### config.mk
export PLATFORM = sky130hd
export DESIGN_NAME = compare_seq_ctrl_flat
export DESIGN_NICKNAME = d
export VERILOG_FILES = /design/src/rtl/compare_pkg.sv /design/src/rtl/compare_seq_ctrl_if.sv /design/src/rtl/compare4.sv /design/src/rtl/compare_seq_ctrl.sv /design/src/flat_wrapper.sv
export SDC_FILE = /design/constraint.sdc
export NUM_CORES = 1
export LEC_CHECK = 0
export ABC_AREA = 1
export CAP_MARGIN = 5
export CORE_MARGIN = 5
export CORE_UTILIZATION = 45
export CTS_CLUSTER_SIZE = 8
export DETAILED_ROUTE_END_ITERATION = 7
export PLACE_DENSITY = 0.7
export SLEW_MARGIN = 20
export SYNTH_ARGS = -nofsm -noshare
export SYNTH_HDL_FRONTEND = slang
export SYNTH_SLANG_ARGS = --single-unit
### constraint.sdc
create_clock -name clk -period 5.9 [get_ports clk]
set_input_delay 1.475 -clock clk [delete_from_list [all_inputs] [get_ports clk]]
set_output_delay 1.475 -clock clk [all_outputs]
set_load 0.02 [all_outputs]
### src/rtl/compare_pkg.sv
// Shared types and constants for the sequential nibble comparator.
package compare_pkg;

  typedef enum logic [1:0] {
    IDLE,
    RUN,
    DONE
  } cmp_state_t;

  localparam int unsigned NIBBLE_W = 4;

endpackage

### src/rtl/compare_seq_ctrl_if.sv
// Request/result bundle between a requesting datapath and compare_seq_ctrl.
interface compare_seq_ctrl_if #(
  parameter int unsigned WIDTH = 16
);

  logic             start;
  logic [WIDTH-1:0] a;
  logic [WIDTH-1:0] b;
  logic             busy;
  logic             done;
  logic             more;
  logic             less;
  logic             equal;

  modport master (
    output start, a, b,
    input  busy, done, more, less, equal
  );

  modport slave (
    input  start, a, b,
    output busy, done, more, less, equal
  );

endinterface

### src/rtl/compare4.sv
// Combinational 4-bit unsigned magnitude comparator used as the shared datapath.
module compare4 (
  input  logic [3:0] a,
  input  logic [3:0] b,
  output logic       MORE,
  output logic       LESS
);

  assign MORE = (a > b);
  assign LESS = (a < b);

endmodule

### src/rtl/compare_seq_ctrl.sv
// Multi-cycle magnitude comparator: walks operands one nibble per clock, MSB first,
// through a single compare4 and stops on the first differing nibble.
module compare_seq_ctrl
  import compare_pkg::*;
#(
  parameter int unsigned WIDTH = 16
) (
  input  logic               clk,
  input  logic               rst,
  compare_seq_ctrl_if.slave  cmp_if
);

  localparam int unsigned NIB   = WIDTH / NIBBLE_W;
  localparam int unsigned IDX_W = (NIB > 1) ? $clog2(NIB) : 1;
  localparam logic [IDX_W-1:0] IDX_TOP = IDX_W'(NIB - 1);

  if (((WIDTH % NIBBLE_W) != 0) || (WIDTH < NIBBLE_W)) begin : g_bad_width
    $error("compare_seq_ctrl: WIDTH must be a multiple of 4 and >= 4");
  end

  cmp_state_t       state_q, state_d;
  logic [IDX_W-1:0] idx_q, idx_d;
  logic [WIDTH-1:0] a_q, a_d;
  logic [WIDTH-1:0] b_q, b_d;
  logic             more_q, more_d;
  logic             less_q, less_d;
  logic             equal_q, equal_d;

  logic [NIBBLE_W-1:0] nib_a;
  logic [NIBBLE_W-1:0] nib_b;
  logic                nib_more;
  logic                nib_less;

  // Nibble select as a shift so the index never has to be multiplied.
  always_comb begin
    nib_a = NIBBLE_W'(a_q >> {idx_q, 2'b00});
    nib_b = NIBBLE_W'(b_q >> {idx_q, 2'b00});
  end

  compare4 u_compare4 (
    .a    (nib_a),
    .b    (nib_b),
    .MORE (nib_more),
    .LESS (nib_less)
  );

  always_comb begin
    state_d = state_q;
    idx_d   = idx_q;
    a_d     = a_q;
    b_d     = b_q;
    more_d  = more_q;
    less_d  = less_q;
    equal_d = equal_q;

    unique case (state_q)
      IDLE: begin
        if (cmp_if.start) begin
          state_d = RUN;
          a_d     = cmp_if.a;
          b_d     = cmp_if.b;
          idx_d   = IDX_TOP;
          more_d  = 1'b0;
          less_d  = 1'b0;
          equal_d = 1'b0;
        end
      end
      RUN: begin
        if (nib_more || nib_less) begin
          more_d  = nib_more;
          less_d  = nib_less;
          equal_d = 1'b0;
          state_d = DONE;
        end else if (idx_q == '0) begin
          equal_d = 1'b1;
          state_d = DONE;
        end else begin
          idx_d = idx_q - IDX_W'(1);
        end
      end
      DONE: begin
        state_d = IDLE;
      end
      default: begin
        state_d = IDLE;
      end
    endcase
  end

  always_ff @(posedge clk or posedge rst) begin
    if (rst) begin
      state_q <= IDLE;
      idx_q   <= IDX_TOP;
      a_q     <= '0;
      b_q     <= '0;
      more_q  <= 1'b0;
      less_q  <= 1'b0;
      equal_q <= 1'b0;
    end else begin
      state_q <= state_d;
      idx_q   <= idx_d;
      a_q     <= a_d;
      b_q     <= b_d;
      more_q  <= more_d;
      less_q  <= less_d;
      equal_q <= equal_d;
    end
  end

  assign cmp_if.busy  = (state_q != IDLE);
  assign cmp_if.done  = (state_q == DONE);
  assign cmp_if.more  = more_q;
  assign cmp_if.less  = less_q;
  assign cmp_if.equal = equal_q;

endmodule

### src/flat_wrapper.sv
// flat-port wrapper written by rule: the top's interface ports become plain ports
module compare_seq_ctrl_flat import compare_pkg::*;
#(
  parameter int unsigned WIDTH = 16
)
  (clk, rst, cmp_if_start, cmp_if_a, cmp_if_b, cmp_if_busy, cmp_if_done, cmp_if_more, cmp_if_less, cmp_if_equal);
  compare_seq_ctrl_if #(.WIDTH(WIDTH)) cmp_if_i ();
  input  logic clk;
  input  logic rst;
  input wire logic [$bits(cmp_if_i.start)-1:0] cmp_if_start;
  input wire logic [$bits(cmp_if_i.a)-1:0] cmp_if_a;
  input wire logic [$bits(cmp_if_i.b)-1:0] cmp_if_b;
  output wire logic [$bits(cmp_if_i.busy)-1:0] cmp_if_busy;
  output wire logic [$bits(cmp_if_i.done)-1:0] cmp_if_done;
  output wire logic [$bits(cmp_if_i.more)-1:0] cmp_if_more;
  output wire logic [$bits(cmp_if_i.less)-1:0] cmp_if_less;
  output wire logic [$bits(cmp_if_i.equal)-1:0] cmp_if_equal;
  assign cmp_if_i.start = cmp_if_start;
  assign cmp_if_i.a = cmp_if_a;
  assign cmp_if_i.b = cmp_if_b;
  assign cmp_if_busy = cmp_if_i.busy;
  assign cmp_if_done = cmp_if_i.done;
  assign cmp_if_more = cmp_if_i.more;
  assign cmp_if_less = cmp_if_i.less;
  assign cmp_if_equal = cmp_if_i.equal;
  compare_seq_ctrl #(.WIDTH(WIDTH)) u_core (.clk(clk), .rst(rst), .cmp_if(cmp_if_i));
endmodule
==> qor.csv, run 1 <==
stage,metric,value,unit
outcome,outcome,completed,
yosys,synth-async-reset-ratio,100,%
yosys,yosysTopAreaCell,dfrtp_1,
die,die_x,74.9,um
route,ant_nets,0,
clock_network,cts_buffers,5,
global_routing,antenna_found_initial,0,
route,vias,1353,
timing,period_minus_slack,2.90,ns
yosys,synth-compound-area-share,8.19,%
clock_network,cts-root-buf,clkbuf_8,
timing,hold_slack,0.481,ns
timing,timing.fmax,345,MHz
yosys,synthMuxAreaShare,19.4,%
power_and_ir_drop,p_sw_share,37.8,%
yosys,syn_area,0.00189,mm^2
die,dieHeight,74.9,um
worst_setup_path,rrSetupSlack,3.41,ns
route,dr.pass1.iters,4,
power_and_ir_drop,p_clk_share,13.8,%
hold_path,worstHoldStart,u_core.cmp_if.more$_DFFE_PP0P_,
timing,tightest_slew,0.494,ns
timing,slew_headroom,67.1,%
power_and_ir_drop,p_switching,0.474,mW
die,ios,40,
global_routing,grt_pass1_vias,1348,
die,std_cell_rows,23,
worst_setup_path,cp_cell_sequence,nor2_1 > clkdlybuf4s50_1,
die,initial_utilization,47.0,%
yosys,synth-simple-area-share,12.2,%
timing,rsz0062_at_grt,false,
worst_setup_path,cp-end-kind,primary output,
worst_setup_path,cp_slowest_cell,clkdlybuf4s50_1,
yosys,synth.avg_cell_area,10.5,um^2
yosys,synth_top_family_by_area,multiplexers,
clock_network,hold_buffers,0,
power_and_ir_drop,p_leak,1.13,nW
power_and_ir_drop,intPower,0.781,mW
route,drt-total-wl,3460,um
route,via_per_inst,4.97,
placed_design,hpwl,2450,um
yosys,synth_top_area_share,48.9,%
timing,drv_slew,0,
worst_setup_path,critPathRequiredTime,4.43,ns
global_routing,grt.overflow.total,0,
die,coreArea,0.00403,mm^2
worst_setup_path,worstReg2RegEnd,u_core.idx_q[1]$_DFFE_PP1P_,
placed_design,dp_cells,264,
placed_design,port_buffers,39,
worst_setup_path,max_stage_delay,0.60,ns
cells_and_area,synthToLayoutAreaGrowth,26.5,%
timing,skew,0.0107,ns
cells_and_area,nNetsFinal,261,
yosys,synth_nets,220,
yosys,ys.flop_type,dfrtp_1,
timing,setup_viol,0,
yosys,synthAdderAreaFrac,3.30,%
worst_setup_path,startpoint_type,flip-flop,
route,wire_per_inst,12.7,um
hold_path,holdPathStages,2,
worst_setup_path,crit_fanout,3,
clock_network,cts_buffer_depth,2,
worst_setup_path,worstPathArrival,1.42,ns
power_and_ir_drop,power_frac_comb,46.8,%
power_and_ir_drop,power_density,524,mW/mm^2
clock_network,postCtsSetupRepairBufs,0,
timing,finalHoldViolCount,0,
cells_and_area,diodes,0,
yosys,synth-edff-count,0,
clock_network,clk-insertion-delay-late,0.30,ns
die,dieArea,0.00561,mm^2
worst_setup_path,rr_worst_depth,10,
global_routing,grt_first_pass_wirelength,6030,um
yosys,synthXorXnorAreaFrac,0,%
yosys,synth_area_leaders,"dfrtp_1 49%, mux2_2 11%, mux2_4 8.7%, nand2_1 5.9%, nor2_1 3.8%",
clock_network,clkTransAtPathRegs,0.08,ns
power_and_ir_drop,peakVddDrop,0.222,mV
yosys,ys_ff_latch,39,
hold_path,holdPathEnd,u_core.cmp_if.more$_DFFE_PP0P_,
yosys,yosysSeqAreaShare,51.7,%
clock_network,cts_sinks,39,
timing,timing.final.crit_share,49.1,%
global_routing,track_usage,14.4,%
worst_setup_path,r2r_start,u_core.idx_q[0]$_DFFE_PP1P_,
flow_run,maxCapViolCount,0,
yosys,synth_cells,180,
yosys,ys_types,19,
route,drc_errors,0,
worst_setup_path,crit_type,flip-flop to primary output,
yosys,yosysWarningCount,0,
cells_and_area,stdcell_count,272,
yosys,ys_top_cells_by_count,"37 x dfrtp_1, 30 x nand2_1, 19 x nor2_1",
power_and_ir_drop,seqPwrFrac,39.4,%
global_routing,grt_max_degree,40,
route,drt_iter0_drc,58,
hold_path,hold_path_class,flip-flop to flip-flop,
cells_and_area,drive_gt1_share,18.9,%
clock_network,cts_resized,0,
timing,setup_tns,0,ns
clock_network,htreeDepth,2,
clock_network,cts_tree,yes,
yosys,synth_most_common_cell,dfrtp_1,
placed_design,place.gp.congestion,0.661,
==> critical path: cells and delay by family (launching register included) <==
family / cells / cell delay (ns)
AND/OR/NAND/NOR: 1 / 0.11
buffers and inverters: 1 / 0.60
flip-flops: 1 / 0.41
==> power groups by stage <==
stage                     clock network [mW]  registers, mW  logic [mW]
after CTS                              0.180          0.496       0.597
final                                  0.173          0.495       0.587
after global placement                     0          0.498       0.582
after detailed placement                   0          0.501       0.594
after floorplan                            0          0.463       0.494
after global routing                   0.192          0.514       0.678
==> per-stage QoR <==
step / utilization [%] / setup slack [ns] / power, mW / instance area [um^2]
floorplan: - / 3.54 / 0.957 / 1890
detailed placement: 57.4 / 2.97 / 1.09 / 2310
finish: 59.5 / 3.00 / 1.26 / 2400
global placement: 57.4 / 2.98 / 1.08 / 2310
CTS: 59.5 / 2.98 / 1.27 / 2400
global route: 59.5 / 2.94 / 1.38 / 2400
==> cell type report <==
| cell class | instances | area (um^2) |
|---|---|---|
| Clock inverter | 3 | 15.0 |
| Timing Repair Buffer | 41 | 405 |
| Sequential cell | 39 | 978 |
| Fill cell | 367 | 1630 |
| Multi-Input combinational cell | 121 | 817 |
| Clock buffer | 5 | 68.8 |
| Tap cell | 50 | 62.6 |
| Inverter | 13 | 48.8 |
==> sequential cells by signal, indices dropped and copies added, names as in the netlist <==
| name | cells |
|---|---|
| u_core.a_q | 16 |
| u_core.b_q | 16 |
| u_core.cmp_if.equal | 1 |
| u_core.cmp_if.less | 1 |
| u_core.cmp_if.more | 1 |
| u_core.idx_q | 2 |
| u_core.state_q | 2 |
==> kinds of logic (layout without fill, tap and decap cells) <==
logic type	after synthesis	count (layout)
AOI/OAI and AO/OA	29	29
and+or+nand+nor	58	58
muxes	29	29
buffers and inverters	20	62
adders and majority gates	5	5
DFF	39	39
==> worst max-delay path by stage <==
stage,start,to,slack [ns],cells past startpoint
after floorplan,rst,u_core.a_q[0]$_DFFE_PP0P_,3.54,1
after global placement,cmp_if_start,u_core.b_q[10]$_DFFE_PP0P_,2.98,4
after detailed placement,cmp_if_start,u_core.a_q[10]$_DFFE_PP0P_,2.97,4
after CTS,u_core.state_q[0]$_DFFE_PP0P_,cmp_if_done,2.98,2
after global routing,u_core.state_q[1]$_DFFE_PP0P_,cmp_if_done,2.94,3
final,u_core.state_q[0]$_DFFE_PP0P_,cmp_if_done,3.00,2
==> per-layer routing <==
metal / global-route usage [%] / vias to the layer above / part of all wire, %
met1: 18.7 / 631 / 48
met2: 21.5 / 29 / 43
met3: 4.94 / 7 / 6.7
met5: 0 / - / 0
li1: - / 686 / -
met4: 7.11 / 0 / 2.1
==> layout by cell type, fill, tap and decap left out <==
master / Yosys / final
dfrtp_1: 37 / 37
mux2_2: 18 / 18
inv_1: 12 / 12
a21oi_1: 10 / 10
nand3_1: 7 / 7
clkinv_1: 1 / 1
clkdlybuf4s50_1: 0 / 39
dfstp_2: 2 / 2
clkbuf_8: 0 / 5
mux2_4: 11 / 11
o22ai_1: 4 / 4
nor2_1: 19 / 19
clkinv_2: 0 / 3
nand2_1: 30 / 30
buf_4: 0 / 2
ha_1: 5 / 5
nor2_2: 1 / 1
o21ai_0: 14 / 14
nand4_1: 1 / 1
a32o_1: 1 / 1
Power figures use the tool's default switching activity.
==> run 2: changes to the inputs <==
PLACE_DENSITY = 0.73   (was 0.7)
clock period = 2.4 ns   (was 5.9 ns; I/O delays follow)
==> run 2 against run 1 <==
Against the previous run:
- cell count rose by 1.8%
- clock power grew 140%
- largest cell class unchanged
- clock skew is 0.0066 ns lower
- via count increased by 3.7%
- non-clock buffer count up 5
==> qor.csv, run 2 (same netlist as run 1, synthesis figures left out) <==
stage,metric,value,unit,change
global_routing,grt_max_degree,40,,unchanged
clock_network,cts_buffer_depth,2,,unchanged
worst_setup_path,critPathRequiredTime,2.58,ns,-1.85 ns
placed_design,dp_cells,266,,+0.76%
route,ant_nets,0,,unchanged
worst_setup_path,max_stage_delay,0.58,ns,-0.02 ns
timing,hold_slack,0.475,ns,-0.00607 ns
clock_network,cts_sinks,39,,unchanged
cells_and_area,drive_gt1_share,20.7,%,+1.8 points
die,dieArea,0.00561,mm^2,unchanged
cells_and_area,layout_common_cells,"39 x clkdlybuf4s50_1, 37 x dfrtp_1, 29 x nand2_1",,
die,die_x,74.9,um,unchanged
global_routing,grt_pass1_vias,1283,,-4.8%
global_routing,antenna_found_initial,0,,unchanged
cells_and_area,nNetsFinal,266,,+1.9%
die,std_cell_rows,23,,unchanged
timing,drv_slew,0,,unchanged
worst_setup_path,crit_fanout,8,,+5
outcome,outcome,completed,,
flow_run,maxCapViolCount,0,,unchanged
cells_and_area,design_area,0.00244,mm^2,+1.7%
cells_and_area,finish.utilization,60.5,%,+1.0 points
route,drt_iter0_drc,63,,+8.6%
worst_setup_path,rrSetupSlack,0.14,ns,-3.27 ns
die,dieHeight,74.9,um,unchanged
cells_and_area,final_common_cell,clkdlybuf4s50_1,,
route,drt-total-wl,3730,um,+7.9%
worst_setup_path,cp_slowest_cell,dfstp_2,,
hold_path,holdPathEnd,u_core.cmp_if.less$_DFFE_PP0P_,,
worst_setup_path,cp_cell_sequence,clkinvlp_4 > buf_2 > o21ai_0 > o22ai_1 > ha_1 > nand2_1 > inv_1 > nand2_1 > nand2_1 > nand3_1 > nand2_1 > nand2_1 > nand2_1,,
clock_network,clkTransAtPathRegs,0.07,ns,about the same
timing,tightest_slew,0.489,ns,-0.00497 ns
worst_setup_path,worstPathArrival,2.43,ns,+1.01 ns
worst_setup_path,r2r_start,u_core.idx_q[0]$_DFFE_PP1P_,,
timing,timing.fmax,443,MHz,
timing,period_minus_slack,2.26,ns,
clock_network,clk-insertion-delay-late,0.28,ns,-0.02 ns
worst_setup_path,startpoint_type,flip-flop,,
clock_network,cts_buffers,5,,unchanged
timing,slew_headroom,67.4,%,+0.33 points
placed_design,place.gp.congestion,0.915,,+38%
timing,setup_viol,0,,unchanged
worst_setup_path,cp-end-kind,flip-flop,,
worst_setup_path,crit_start,u_core.idx_q[0]$_DFFE_PP1P_,,
clock_network,cts_tree,yes,,
power_and_ir_drop,power_density,1310,mW/mm^2,+150%
global_routing,grt_first_pass_wirelength,5990,um,-0.68%
timing,skew,0.00407,ns,-0.00663 ns
clock_network,cts-root-buf,clkbuf_8,,
route,dr.pass1.iters,4,,unchanged
worst_setup_path,worstReg2RegEnd,u_core.cmp_if.equal$_DFFE_PP0P_,,
worst_setup_path,crit_type,flip-flop to flip-flop,,
route,vias,1403,,+3.7%
route,wire_per_inst,13.5,um,+5.9%
cells_and_area,diodes,0,,unchanged
global_routing,grt.overflow.total,0,,unchanged
placed_design,hpwl,2640,um,+7.6%
die,initial_utilization,47.0,%,unchanged
timing,timing.final.crit_share,94.0,%,
placed_design,placed_area,0.00233,mm^2,+0.65%
clock_network,htreeDepth,2,,unchanged
power_and_ir_drop,p_leak,1.14,nW,+0.65%
cells_and_area,stdcell_count,277,,+1.8%
route,via_per_inst,5.06,,+1.8%
worst_setup_path,critPathMostFrequentCell,nand2_1,,
worst_setup_path,rr_worst_depth,13,,+3
cells_and_area,synthToLayoutAreaGrowth,28.7,%,
cells_and_area,reg_top3,"u_core.a_q x16, u_core.b_q x16",,
hold_path,worstHoldStart,u_core.cmp_if.less$_DFFE_PP0P_,,
hold_path,holdPathStages,2,,unchanged
timing,finalHoldViolCount,0,,unchanged
hold_path,hold_path_class,flip-flop to flip-flop,,
global_routing,track_usage,14.5,%,+0.12 points
placed_design,port_buffers,39,,unchanged
route,drc_errors,0,,unchanged
power_and_ir_drop,peakVddDrop,0.621,mV,+180%
die,coreArea,0.00403,mm^2,unchanged
die,ios,40,,unchanged
timing,setup_tns,0,ns,unchanged
==> run 2: cell types whose count changed in the layout (fill, tap and decap cells not counted) <==
cell / previous run / this run
nand2_1: 30 / 29
buf_2: 0 / 1
clkbuf_1: 0 / 3
nand2_2: 0 / 1
clkinvlp_4: 0 / 2
buf_4: 2 / 6
inv_1: 12 / 11
clkinv_2: 3 / 0
clkinv_1: 1 / 0
==> run 2: worst max-delay path by stage <==
stage,to,slack (ns),cells after the start
5_1_grt,u_core.idx_q[1]$_DFFE_PP1P_,-0.02,13
3_5_place_dp,u_core.idx_q[0]$_DFFE_PP1P_,0.21,10
3_3_place_gp,u_core.idx_q[0]$_DFFE_PP1P_,0.27,10
6_report,u_core.cmp_if.equal$_DFFE_PP0P_,0.14,13
4_1_cts,u_core.idx_q[0]$_DFFE_PP1P_,0.19,10
2_1_floorplan,u_core.cmp_if.equal$_DFFE_PP0P_,0.39,11
==> run 2: through the flow <==
stage / power, mW / setup WS [ns]
2_1_floorplan: 2.35 / 0.395
3_3_place_gp: 2.69 / 0.270
3_5_place_dp: 2.72 / 0.210
4_1_cts: 3.15 / 0.187
5_1_grt: 3.46 / -0.0155
6_report: 3.19 / 0.144
==> run 2: final cells by class <==
type / instances / area, um^2
Timing Repair Buffer: 46 / 440
Fill cell: 347 / 1590
Clock buffer: 8 / 80.1
Sequential cell: 39 / 978
Multi-Input combinational cell: 121 / 820
Inverter: 13 / 56.3
Tap cell: 50 / 62.6
==> run 2: where the power goes <==
group / internal [mW] / switching [mW] / leakage (nW) / total, mW
sequential: 0.994 / 0.210 / 0.458 / 1.20
combinational: 0.780 / 0.793 / 0.638 / 1.57
clock: 0.206 / 0.207 / 0.0395 / 0.413
total: 1.98 / 1.21 / 1.14 / 3.19
==> run 2: worst max-delay path: cells and delay by family (launching register included) <==
kind | cells | cell delay [ns]
buffers and inverters | 3 | 0.40
and+or+nand+nor | 7 | 0.63
AOI/OAI and AO/OA | 2 | 0.24
DFF | 1 | 0.58
adders and majority gates | 1 | 0.29
==> run 2: metal layers <==
metal  track usage [%]  wire (um)  vias to the layer above  share of wire, %
li1                  -          -                      701                 -
met2              21.7       1670                       44                45
met3              4.81        257                        7               6.9
met1              19.3       1740                      651                47
met4              6.32         60                        0               1.6
met5                 0          0                        -                 0
==> run 2: repair_timing <==
| action | in CTS | in global routing |
|---|---|---|
| hold buffers | 0 | 0 |
| setup buffers | 0 | 3 |
| resized for setup | 0 | 3 |
| setup endpoints to repair | 0 | 3 |
| hold endpoints to repair | 0 | 0 |
==> run 3: changes to the inputs <==
ABC_AREA = not set   (was 1)
PLACE_DENSITY = 0.69   (was 0.73)
clock period = 2.78 ns   (was 2.4 ns; I/O delays follow)
==> run 3 against run 2 <==
Against the previous run:
- clock power increased by 18%
- sequential power down 13%
- design area grew 3.8%
- utilization is 2.0 points lower
- critical path depth decreased by 7
- register-to-register slack gained 0.04 ns
- highest routed layer unchanged
- worst hold slack better by 0.029 ns
- largest cell class unchanged
- global-route usage down 1.4 points
- maximum frequency decreased by 13%
==> qor.csv, run 3 <==
stage,metric,value,unit,change
outcome,outcome,completed,,
global_routing,grt_pass1_vias,1304,,+1.6%
flow_run,maxCapViolCount,0,,unchanged
yosys,ys_top_cells_by_count,"37 x dfrtp_1, 28 x mux2_4, 9 x inv_1",,
route,ant_nets,0,,unchanged
timing,slew_headroom,66.9,%,-0.47 points
yosys,synth_most_common_cell,dfrtp_1,,
timing,setup_ws,0.187,ns,+0.0435 ns
clock_network,clkTransAtPathRegs,0.08,ns,about the same
timing,timing.final.crit_share,93.3,%,-0.74 points
yosys,yosysTopAreaCell,dfrtp_1,,
global_routing,grt_first_pass_wirelength,6070,um,+1.4%
route,vias,1155,,-18%
hold_path,holdPathStages,1,,-1
worst_setup_path,rrSetupSlack,0.19,ns,+0.04 ns
yosys,yosysSeqAreaShare,49.0,%,-2.7 points
cells_and_area,design_area,0.00253,mm^2,+3.8%
yosys,ys.flop_type,dfrtp_1,,
yosys,synth-async-reset-ratio,100,%,unchanged
power_and_ir_drop,power_density,1080,mW/mm^2,-18%
timing,setup_viol,0,,unchanged
worst_setup_path,critPathRequiredTime,2.97,ns,+0.39 ns
die,initial_utilization,46.2,%,-0.81 points
placed_design,place.gp.congestion,0.794,,-13%
yosys,ys_types,29,,+10
timing,timing.fmax,386,MHz,-13%
worst_setup_path,worstPathArrival,2.78,ns,+0.35 ns
placed_design,pre_cts_ws,0.186,ns,-0.0241 ns
worst_setup_path,crit_buf_inv,0,,-3
timing,drv_slew,0,,unchanged
power_and_ir_drop,peakVddDrop,0.520,mV,-16%
clock_network,cts_sinks,39,,unchanged
worst_setup_path,rr_worst_depth,6,,-7
worst_setup_path,cp-end-kind,flip-flop,,
placed_design,placed_area,0.00241,mm^2,+3.5%
cells_and_area,layout_common_cells,"39 x clkdlybuf4s50_1, 37 x dfrtp_1, 28 x mux2_4",,
route,drc_errors,0,,unchanged
timing,tightest_slew,0.496,ns,+0.00710 ns
clock_network,cts_buffers,5,,unchanged
cells_and_area,synthToLayoutAreaGrowth,26.6,%,
global_routing,antenna_found_initial,0,,unchanged
yosys,synth_area_leaders,"dfrtp_1 46%, mux2_4 21%, mux4_2 9.0%, ha_1 3.1%, buf_12 3.0%",,
clock_network,cts_buffer_depth,2,,unchanged
global_routing,grt_max_degree,40,,unchanged
clock_network,htreeDepth,2,,unchanged
cells_and_area,drive_gt1_share,32.0,%,+11 points
die,die_x,76.6,um,+2.3%
route,via_per_inst,5.16,,+1.8%
cells_and_area,diodes,0,,unchanged
worst_setup_path,path_delay_family,compound AO/OA/AOI/OAI gates,,
worst_setup_path,cp_slowest_cell,dfstp_4,,
clock_network,hold_buffers,0,,unchanged
die,coreArea,0.00432,mm^2,+7.3%
power_and_ir_drop,p_leak,1.17,nW,+3.5%
die,ios,40,,unchanged
yosys,synth-edff-count,0,,unchanged
worst_setup_path,crit_fanout,11,,+3
yosys,yosysWarningCount,0,,unchanged
worst_setup_path,startpoint_type,flip-flop,,
timing,skew,0.0102,ns,+0.00615 ns
route,drt_iter0_drc,54,,-14%
worst_setup_path,crit_type,flip-flop to flip-flop,,
die,std_cell_rows,24,,+4.3%
cells_and_area,final_common_cell,clkdlybuf4s50_1,,
timing,period_minus_slack,2.59,ns,+0.337 ns
worst_setup_path,cp_cell_sequence,mux4_2 > ha_1 > a21oi_1 > nor2_1 > o31ai_1 > a21bo_1,,
clock_network,cts_tree,yes,,
route,drt-total-wl,3540,um,-5.1%
route,dr.pass1.iters,4,,unchanged
timing,hold_slack,0.504,ns,+0.0286 ns
yosys,synth_nets,168,,-24%
timing,setup_tns,0,ns,unchanged
timing,rsz0062_at_grt,false,,
placed_design,hpwl,2640,um,about the same
yosys,syn_area,0.00200,mm^2,+5.5%
yosys,synth_top_area_share,46.3,%,-2.5 points
die,dieHeight,76.6,um,+2.3%
worst_setup_path,r2r_start,u_core.idx_q[0]$_DFFE_PP1P_,,
hold_path,worstHoldStart,u_core.cmp_if.equal$_DFFE_PP0P_,,
yosys,synth.avg_cell_area,15.6,um^2,+48%
clock_network,clk-insertion-delay-late,0.29,ns,about the same
global_routing,track_usage,13.2,%,-1.4 points
worst_setup_path,max_stage_delay,0.73,ns,+0.15 ns
die,dieArea,0.00587,mm^2,+4.7%
placed_design,port_buffers,39,,unchanged
worst_setup_path,worstReg2RegEnd,u_core.cmp_if.more$_DFFE_PP0P_,,
hold_path,hold_path_class,flip-flop to flip-flop,,
route,wire_per_inst,15.8,um,+17%
yosys,ys_ff_latch,39,,unchanged
hold_path,holdPathEnd,u_core.cmp_if.equal$_DFFE_PP0P_,,
yosys,synth_cells,128,,-29%
cells_and_area,reg_top3,"u_core.a_q x16, u_core.b_q x16",,
clock_network,cts-root-buf,clkbuf_8,,
global_routing,grt.overflow.total,0,,unchanged
cells_and_area,nNetsFinal,211,,-21%
timing,finalHoldViolCount,0,,unchanged
-- run 3: what timing repair did --
action | 4_1_cts | 5_1_grt
buffers inserted | 0 | 0
gates resized for setup | 0 | 1
setup endpoints to repair | 0 | 1
-- run 3: power breakdown --
| group | switching, mW | internal, mW |
|---|---|---|
| combinational | 0.449 | 0.751 |
| clock | 0.197 | 0.290 |
| sequential | 0.188 | 0.847 |
-- run 3: worst max path at each step --
stage	start	end	slack (ns)	cells after the start
floorplan	u_core.idx_q[0]$_DFFE_PP1P_	u_core.cmp_if.more$_DFFE_PP0P_	0.34	7
global placement	u_core.idx_q[0]$_DFFE_PP1P_	u_core.cmp_if.more$_DFFE_PP0P_	0.22	6
detailed placement	u_core.idx_q[0]$_DFFE_PP1P_	u_core.cmp_if.more$_DFFE_PP0P_	0.19	6
CTS	u_core.idx_q[0]$_DFFE_PP1P_	u_core.cmp_if.more$_DFFE_PP0P_	0.16	6
global route	u_core.idx_q[0]$_DFFE_PP1P_	u_core.cmp_if.more$_DFFE_PP0P_	0.02	6
finish	u_core.idx_q[0]$_DFFE_PP1P_	u_core.cmp_if.more$_DFFE_PP0P_	0.19	6
-- run 3: cells by family after synthesis --
family          Yosys count  synth area share [%]
fa+ha+maj                 5                  3.13
simple gates             14                  4.51
compound gates           14                  4.76
mux                      42                  33.3
buf+inv                  14                  5.32
flops                    39                  49.0
-- run 3: cell type report --
class / count / area [um^2]
Fill cell: 359 / 1790
Sequential cell: 39 / 982
Clock inverter: 2 / 35.0
Tap cell: 52 / 65.1
Timing Repair Buffer: 41 / 418
Clock buffer: 6 / 82.6
Multi-Input combinational cell: 75 / 913
Inverter: 9 / 33.8
-- run 3: metrics by stage --
step           utilization, %  power [mW]  cells
2_1_floorplan               -        2.00    128
3_3_place_gp             55.7        2.21    216
3_5_place_dp             55.7        2.25    216
4_1_cts                  58.4        2.75    224
5_1_grt                  58.5        2.90    224
6_report                 58.5        2.72    224
-- run 3: routing by layer --
layer  routed length, um  track usage (%)  up-vias
li1                    -                -      553
met1                1470             15.3      574
met2                1810             21.8       23
met3                 195             3.78        5
met4                  61             6.82        0
met5                   0                0        -
==> edit: new RTL, config.mk and constraints of run 2 <==
`WIDTH` is set to 16 in 3 places; all go to 32.
--- a/src/rtl/compare_seq_ctrl_if.sv
+++ b/src/rtl/compare_seq_ctrl_if.sv
@@ -1,5 +1,5 @@
 // Request/result bundle between a requesting datapath and compare_seq_ctrl.
 interface compare_seq_ctrl_if #(
-  parameter int unsigned WIDTH = 16
+  parameter int unsigned WIDTH = 32
 );
 
--- a/src/rtl/compare_seq_ctrl.sv
+++ b/src/rtl/compare_seq_ctrl.sv
@@ -4,5 +4,5 @@
   import compare_pkg::*;
 #(
-  parameter int unsigned WIDTH = 16
+  parameter int unsigned WIDTH = 32
 ) (
   input  logic               clk,
--- a/src/flat_wrapper.sv
+++ b/src/flat_wrapper.sv
@@ -2,5 +2,5 @@
 module compare_seq_ctrl_flat import compare_pkg::*;
 #(
-  parameter int unsigned WIDTH = 16
+  parameter int unsigned WIDTH = 32
 )
   (clk, rst, cmp_if_start, cmp_if_a, cmp_if_b, cmp_if_busy, cmp_if_done, cmp_if_more, cmp_if_less, cmp_if_equal);
Ports: changed (resized cmp_if_a and cmp_if_b); port bits go from 40 to 72. No check against the original RTL was run, so the function may have changed too.
==> edit against run 2 <==
- routed wire length is 150% higher
- synthesized cell count grew to 2.5 times the old value
- power is 120% higher
- area after synthesis is 92% higher
- non-clock buffer count is 40 higher
- sequential cell count is 33 higher
- hold slack worse by 0.00055 ns
- critical endpoint is now u_core.idx_q[2]
- largest power group unchanged
- worst setup slack worse by 0.076 ns
- cell area is 99% higher
==> edit: results <==
metrics = {
    "synth": {
        "ys_types": 23,
        "yosysSeqAreaShare_pct": 49.7,
        "synthTopCellsByCount": "nand2_1 (196), dfrtp_1 (69), o21ai_0 (34)",
        "yosysMostFrequentCell": "nand2_1",
        "synth-compound-area-share_pct": 12.7,
    },
    "place": {
        "hpwl_um": 5710,
        "postPlaceCellArea_um2": 4370,
        "portBuffers": 71,
        "pre_cts_slack_ns": -0.0241,
    },
    "cells_and_area": {
        "nets": 602,
    },
    "setup_path": {
        "max_stage_delay_ns": 0.66,
        "ff2ff_setup_slack_ns": 0.07,
        "r2r_cells": 16,
        "critPathMaxFanout": 6,
    },
    "power": {
        "power.density_nw_per_um2": 1440,
        "ir_drop_v": 0.000603,
    },
    "clock_tree": {
        "cts_max_level": 3,
    },
    "grt": {
        "grt_pass1_vias": 3097,
        "track_usage_pct": 17.9,
    },
    "routing": {
        "num_vias": 3228,
        "wirelength_um": 9330,
        "firstDrtPassIters": 5,
    },
    "min_path": {
        "hp-start": "u_core.b_q[11]",
    },
    "run_status": {
        "status": "completed",
    },
    "timing": {
        "finalClockSkew_ns": 0.00738,
        "relSlewSlack_pct": 42.0,
    },
}
[edit: where the power goes]
group / internal (uW) / switching, uW
Combinational: 1580 / 2200
Clock: 533 / 455
Sequential: 1820 / 408
[edit: repair_timing]
action                                  CTS  global route
setup buffers                             0             3
gates cloned                              0             9
gates resized for setup                   1            42
pin swaps                                 0            15
endpoints found under the setup margin    3             8
[edit: cell type report]
type | count | area share [%]
Clock buffer | 11 | 3.11
Clock inverter | 5 | 1.13
Inverter | 31 | 2.60
Multi-Input combinational cell | 326 | 33.4
Sequential cell | 72 | 37.3
Tap cell | 102 | 2.63
Timing Repair Buffer | 86 | 19.4
Timing Repair inverter | 3 | 0.463
[edit: how the worst max path moves through the flow]
| stage | depth (start not counted) | endpoint | slack (ns) | from |
|---|---|---|---|---|
| detailed placement | 13 | u_core.idx_q[0] | -0.02 | u_core.idx_q[1] |
| global route | 16 | u_core.idx_q[1] | -0.05 | u_core.idx_q[0] |
| global placement | 11 | u_core.idx_q[0] | 0.09 | u_core.idx_q[1] |
| finish | 16 | u_core.idx_q[2] | 0.07 | u_core.idx_q[0] |
| floorplan | 14 | u_core.cmp_if.equal | 0.33 | u_core.idx_q[0] |
| CTS | 13 | u_core.idx_q[0] | 0.04 | u_core.idx_q[0] |
[edit: metal layers]
layer	vias up	share of wire, %	global-route usage, %
met5	-	0	0
met4	0	1.1	4.52
met3	10	6.2	5.00
met2	107	48	27.7
met1	1534	44	24.9
li1	1577	-	-
[edit: cell families (layout without fill, tap and decap cells)]
group                    after synthesis  count (layout)
AND/OR/NAND/NOR                      245             245
flip-flops                            72              72
buffers and inverters                 56             136
AO/OA/AOI/OAI                         74              74
adder cells (fa/ha/maj)                6               6
XOR/XNOR                               1               1
[edit: critical path: cells and delay by family (launching register included)]
kind,cells,cell delay (ns)
adder cells (fa/ha/maj),1,0.29
flip-flops,1,0.66
AO/OA/AOI/OAI,3,0.26
AND/OR/NAND/NOR,9,0.70
buffers and inverters,3,0.36
[edit: metrics by stage]
step	instances	hold WS, ns
floorplan	454	0.437
global placement	608	0.448
detailed placement	608	0.453
CTS	624	0.472
global route	636	0.496
finish	636	0.475
